## config.mk

```make
export PLATFORM = sky130hd
export DESIGN_NAME = pwm_multi_channel
export DESIGN_NICKNAME = d
export VERILOG_FILES = /design/src/rtl/pwm_multi_channel.sv
export SDC_FILE = /design/constraint.sdc
export NUM_CORES = 1
export LEC_CHECK = 0
export ABC_AREA = 1
export BUFFER_PORTS_ARGS = -buffer_cell sky130_fd_sc_hd__buf_2
export CAP_MARGIN = 5
export CORE_MARGIN = 2
export CORE_UTILIZATION = 64
export DETAILED_ROUTE_END_ITERATION = 16
export HOLD_SLACK_MARGIN = 0.1
export PLACE_DENSITY = 0.81
export SLEW_MARGIN = 10
export SYNTH_ARGS = -nofsm -noshare
export SYNTH_HDL_FRONTEND = slang
export SYNTH_SLANG_ARGS = --single-unit
```

## constraint.sdc

```tcl
create_clock -name clk -period 10.1 [get_ports clk]
set_input_delay 2.02 -clock clk [delete_from_list [all_inputs] [get_ports clk]]
set_output_delay 2.02 -clock clk [all_outputs]
set_load 0.02 [all_outputs]
```

## src/rtl/pwm_multi_channel.sv

```systemverilog
// Multi-channel PWM with per-channel debounced duty up/down buttons and period-boundary duty update.
// Define PWM_CENTER_ALIGNED_EN for an up/down triangle counter; the default build is edge-aligned.
`timescale 1ns/1ps
module pwm_multi_channel #(
  parameter int CHANNELS               = 4,
  parameter int WIDTH                  = 8,
  parameter int PERIOD                 = 200,
  parameter int STEP                   = 20,
  parameter int DUTY_INIT              = 100,
  parameter int LIMIT_COUNTER_DEBOUNCE = 250000
) (
  input  logic                clk,
  input  logic                rst,
  input  logic                en,
  input  logic [CHANNELS-1:0] inc_duty,
  input  logic [CHANNELS-1:0] dec_duty,
  output logic [CHANNELS-1:0] PWM_OUT,
  output logic                period_tick
);
  localparam int NB   = 2 * CHANNELS;
  localparam int DB_W = (LIMIT_COUNTER_DEBOUNCE > 1) ? $clog2(LIMIT_COUNTER_DEBOUNCE) : 1;
  localparam logic [DB_W-1:0]  DB_MAX   = DB_W'(LIMIT_COUNTER_DEBOUNCE - 1);
  localparam logic [WIDTH-1:0] CNT_MAX  = WIDTH'(PERIOD - 1);
  localparam logic [WIDTH:0]   PERIOD_X = (WIDTH+1)'(PERIOD);
  localparam logic [WIDTH:0]   STEP_X   = (WIDTH+1)'(STEP);
  localparam logic [WIDTH-1:0] DUTY_RST = WIDTH'(DUTY_INIT);

  function automatic logic [WIDTH-1:0] duty_inc(input logic [WIDTH-1:0] d);
    logic [WIDTH:0] s;
    s = {1'b0, d} + STEP_X;
    if (s > PERIOD_X) s = PERIOD_X;
    return s[WIDTH-1:0];
  endfunction

  function automatic logic [WIDTH-1:0] duty_dec(input logic [WIDTH-1:0] d);
    logic [WIDTH:0] s;
    s = {1'b0, d};
    if (s < STEP_X) s = '0;
    else            s = s - STEP_X;
    return s[WIDTH-1:0];
  endfunction

  logic [NB-1:0]      btn;
  logic [NB-1:0]      sync1_q, sync2_q;
  logic [NB-1:0]      lvl_q, lvl_d, press_q, press_d;
  logic [DB_W-1:0]    dbc_q [NB];
  logic [DB_W-1:0]    dbc_d [NB];
  logic [WIDTH-1:0]   shadow_q [CHANNELS];
  logic [WIDTH-1:0]   shadow_d [CHANNELS];
  logic [WIDTH-1:0]   active_q [CHANNELS];
  logic [WIDTH-1:0]   active_d [CHANNELS];
  logic [WIDTH-1:0]   cnt_q, cnt_d;
  logic               wrap;
  logic [CHANNELS-1:0] pwm_q, pwm_d;
  logic               tick_q, tick_d;
`ifdef PWM_CENTER_ALIGNED_EN
  logic               dir_q, dir_d;
`endif

  // Bits [CHANNELS-1:0] are increase buttons, the upper half are decrease buttons.
  assign btn = {dec_duty, inc_duty};

  always_ff @(posedge clk or posedge rst) begin
    if (rst) begin
      sync1_q <= '0;
      sync2_q <= '0;
    end else begin
      sync1_q <= btn;
      sync2_q <= sync1_q;
    end
  end

  always_comb begin
    lvl_d   = lvl_q;
    press_d = '0;
    for (int b = 0; b < NB; b++) begin
      dbc_d[b] = '0;
      if (sync2_q[b] != lvl_q[b]) begin
        if (dbc_q[b] == DB_MAX) begin
          lvl_d[b]   = ~lvl_q[b];
          press_d[b] = ~lvl_q[b];
        end else begin
          dbc_d[b] = dbc_q[b] + 1'b1;
        end
      end
    end
  end

  always_ff @(posedge clk or posedge rst) begin
    if (rst) begin
      lvl_q   <= '0;
      press_q <= '0;
      for (int b = 0; b < NB; b++) dbc_q[b] <= '0;
    end else begin
      lvl_q   <= lvl_d;
      press_q <= press_d;
      dbc_q   <= dbc_d;
    end
  end

`ifdef PWM_CENTER_ALIGNED_EN
  // Triangle: up 0..PERIOD-1, hold the peak once, down to 0; wrap marks the up-ramp start.
  always_comb begin
    cnt_d = cnt_q;
    dir_d = dir_q;
    wrap  = 1'b0;
    if (!en) begin
      cnt_d = '0;
      dir_d = 1'b0;
    end else if (!dir_q) begin
      if (cnt_q == CNT_MAX) dir_d = 1'b1;
      else                  cnt_d = cnt_q + 1'b1;
    end else begin
      if (cnt_q == '0) begin
        dir_d = 1'b0;
        wrap  = 1'b1;
      end else begin
        cnt_d = cnt_q - 1'b1;
      end
    end
  end
`else
  always_comb begin
    cnt_d = cnt_q;
    wrap  = 1'b0;
    if (!en) begin
      cnt_d = '0;
    end else if (cnt_q == CNT_MAX) begin
      cnt_d = '0;
      wrap  = 1'b1;
    end else begin
      cnt_d = cnt_q + 1'b1;
    end
  end
`endif

  // Presses land in the shadow; the active duty only follows it at a period boundary or while idle.
  always_comb begin
    for (int i = 0; i < CHANNELS; i++) begin
      shadow_d[i] = shadow_q[i];
      if (press_q[i] && !press_q[CHANNELS+i])      shadow_d[i] = duty_inc(shadow_q[i]);
      else if (press_q[CHANNELS+i] && !press_q[i]) shadow_d[i] = duty_dec(shadow_q[i]);
      active_d[i] = (!en || wrap) ? shadow_q[i] : active_q[i];
    end
  end

  always_comb begin
    pwm_d = '0;
`ifdef PWM_CENTER_ALIGNED_EN
    for (int i = 0; i < CHANNELS; i++)
      pwm_d[i] = en && (({1'b0, cnt_q} + {1'b0, active_q[i]}) >= PERIOD_X);
    tick_d = en && (cnt_q == '0) && !dir_q;
`else
    for (int i = 0; i < CHANNELS; i++)
      pwm_d[i] = en && (cnt_q < active_q[i]);
    tick_d = en && (cnt_q == '0);
`endif
  end

  always_ff @(posedge clk or posedge rst) begin
    if (rst) begin
      cnt_q  <= '0;
      pwm_q  <= '0;
      tick_q <= 1'b0;
`ifdef PWM_CENTER_ALIGNED_EN
      dir_q  <= 1'b0;
`endif
      for (int i = 0; i < CHANNELS; i++) begin
        shadow_q[i] <= DUTY_RST;
        active_q[i] <= DUTY_RST;
      end
    end else begin
      cnt_q    <= cnt_d;
      pwm_q    <= pwm_d;
      tick_q   <= tick_d;
`ifdef PWM_CENTER_ALIGNED_EN
      dir_q    <= dir_d;
`endif
      shadow_q <= shadow_d;
      active_q <= active_d;
    end
  end

  assign PWM_OUT     = pwm_q;
  assign period_tick = tick_q;

endmodule

```

==> results.ini <==
[outcome]
status = finished clean

[run]
maxCapViolations = 0

[logic_synthesis]
syn_avg_cell_area_um2 = 7.884
ys_types = 47
synth_nets = 1749
synth_edf_count = 0
synth_cells = 1688
synth-seq-cells = 237
synthArstFlopShare = 1.000
ys.flop_type = dfrtp_1
syn_area_um2 = 13310
yosysSeqAreaShare = 0.4479
synth_warnings = 0

[cells_and_area]
nets = 1785
final_common_cell = nand2_1
layout_common_cells = nand2_1, nor2_1, inv_1
drive_gt1_frac = 0.09174
antennaDiodeCount = 0
syn_to_final_growth_pct = 10.02
fill_cells = 1561

[power_and_ir_drop]
leakage_uw = 0.006586
peakVddDrop_v = 0.0001485
powerDensity_nw_per_um2 = 140.5

[worst_setup_path]
crit_required_ps = 10600
critPathKind = input port to async pin
rrSetupSlack_ps = 7920
arrival_ps = 3880
start_kind = input port
cp_max_fo = 154
end_kind = async pin

[global_routing]
grt_pass1_wl_um = 46500
first_global_vias = 10640
grt-ovfl-total = 0
grt_antenna_before_repair = 0
grt_max_degree = 155
grtUsageTotal = 0.2471

[place]
dp.final_hpwl_um = 18300
port_buffers = 15
gp_congestion = 0.9009

[floorplan]
die_w_um = 148.2
die_h_um = 148.2
start_util = 0.6556
dieArea_um2 = 21960
pin_count = 16
rows = 52
core_area_um2 = 20300

[sta]
whs_ps = 346.7
skew_ps = 13.09
rsz0062_at_grt = false
fin_tns_setup_ps = 0
fin_crit_sh = 0.3347
hold_viol_final = 0
max_freq_mhz = 295.8
finalSetupViolCount = 0
fin_crit_ps = 3381
max_slew_margin = 0.2778
worst_pin_slew_ps = 1079
slew_violations = 0

[cts]
h-tree-depth = 1
cts.sinks = 237
tritoncts = built
numCtsBuffers = 26
ctsResizeCount = 0
clkTransAtPathRegs_ps = 60
clkLatencyLatePin_ps = 530
root_buffer = clkbuf_16
cts_hold_buf = 0
postCtsSetupBuffers = 0
cts_max_path_buffers = 3

[detailed_routing]
drt_iter0_drc = 815
drc = 0
wl_per_cell_um = 13.18
routed_via_density = 5.458
routed_wl_um = 26550
final_antenna_net_count = 0
dr.pass1.iters = 8
num_vias = 10990

[worst_hold_path]
hp-class = flip-flop to flip-flop

## where the power goes
part	internal [µW]	leakage [µW]	switching, µW
sequential	963	0.00316	11.3
combinational	14.5	0.00296	45.1
clock	637	0.000466	387
total	1610	0.00659	443
## sequential cells by signal, indices dropped and copies added (netlist names)
signal and flops:
period_tick 1, shadow_q 24, PWM_OUT 4, press_q 8, sync2_q 8, active_q 24, cnt_q 8, sync1_q 8
dbc_q 144, lvl_q 8
## per-stage QoR
stage	utilization	setup WS, ps	area (µm²)	power [µW]	cells
CTS	0.7213	6650	14640	2079	2014
finish	0.7213	6719	14640	2058	2014
floorplan	-	1617	13310	1032	1688
global route	0.7213	6384	14640	2132	2014
detailed placement	0.6748	6088	13700	1052	1966
global placement	0.6748	6113	13700	1048	1966
## path summary, 6_finish.rpt
path | start | endpoint | cells after the start
worst max register to register | cnt_q[2] | active_q[12] | 5
worst min register to register | sync1_q[6] | sync2_q[6] | 0
worst min-delay path | sync1_q[6] | sync2_q[6] | 0
worst max-delay path | rst | active_q[28] | 3
max in group clk | PWM_OUT[0] | PWM_OUT[0] | 1
min in group asynchronous | rst | dbc_q[31] | 2
## synth_stat cells, drive strengths merged (2+ instances only)
master,number,share of area
nand2,349,0.10
nor2,277,0.086
inv,246,0.069
dfrtp,213,0.40
nor3,96,0.042
nand3,95,0.039
o21ai,72,0.027
xor2,71,0.047
a21oi,57,0.022
ha,50,0.047
nand4,34,0.016
nor3b,26,0.015
dfstp,24,0.047
nor4,17,0.0080
xnor2,10,0.0066
a31oi,8,0.0038
buf,7,0.0030
or2,7,0.0035
a211oi,5,0.0028
o21a,5,0.0028
o211ai,4,0.0023
a21o,2,0.0011
a22oi,2,0.0011
a31o,2,0.0013
and2,2,0.00094
and3,2,0.00094
clkinv,2,0.00056
## logic make-up (layout without fill, tap and decap cells)
family / after synthesis / in the layout / synth area share
XOR/XNOR: 81 / 81 / 0.05331
flip-flops: 237 / 237 / 0.4479
AND/OR/NAND/NOR: 906 / 906 / 0.3134
AO/OA/AOI/OAI: 158 / 158 / 0.06506
adder cells (fa/ha/maj): 50 / 50 / 0.04701
buffers and inverters: 256 / 312 / 0.07334
## area by class of cell
type,instances,area [µm²],area share
Clock buffer,31,720.7,0.04922
Clock inverter,17,222.7,0.01521
Inverter,248,938.4,0.06409
Multi-Input combinational cell,1195,6379,0.4357
Sequential cell,237,5961,0.4071
Tap cell,270,337.8,0.02307
Timing Repair Buffer,16,82.58,0.005640
## per-layer routing
layer | part of all wire | vias up | GRT usage
li1 | - | 5500 | -
met1 | 0.47 | 5185 | 0.3452
met2 | 0.47 | 261 | 0.4090
met3 | 0.043 | 46 | 0.03436
met4 | 0.015 | 0 | 0.06857
met5 | 0 | - | 0
## worst max-delay path, cell delays in order
cell and delay (ps):
buf_2 130, inv_8 670, buf_4 920
(Power assumes the default switching activity.)
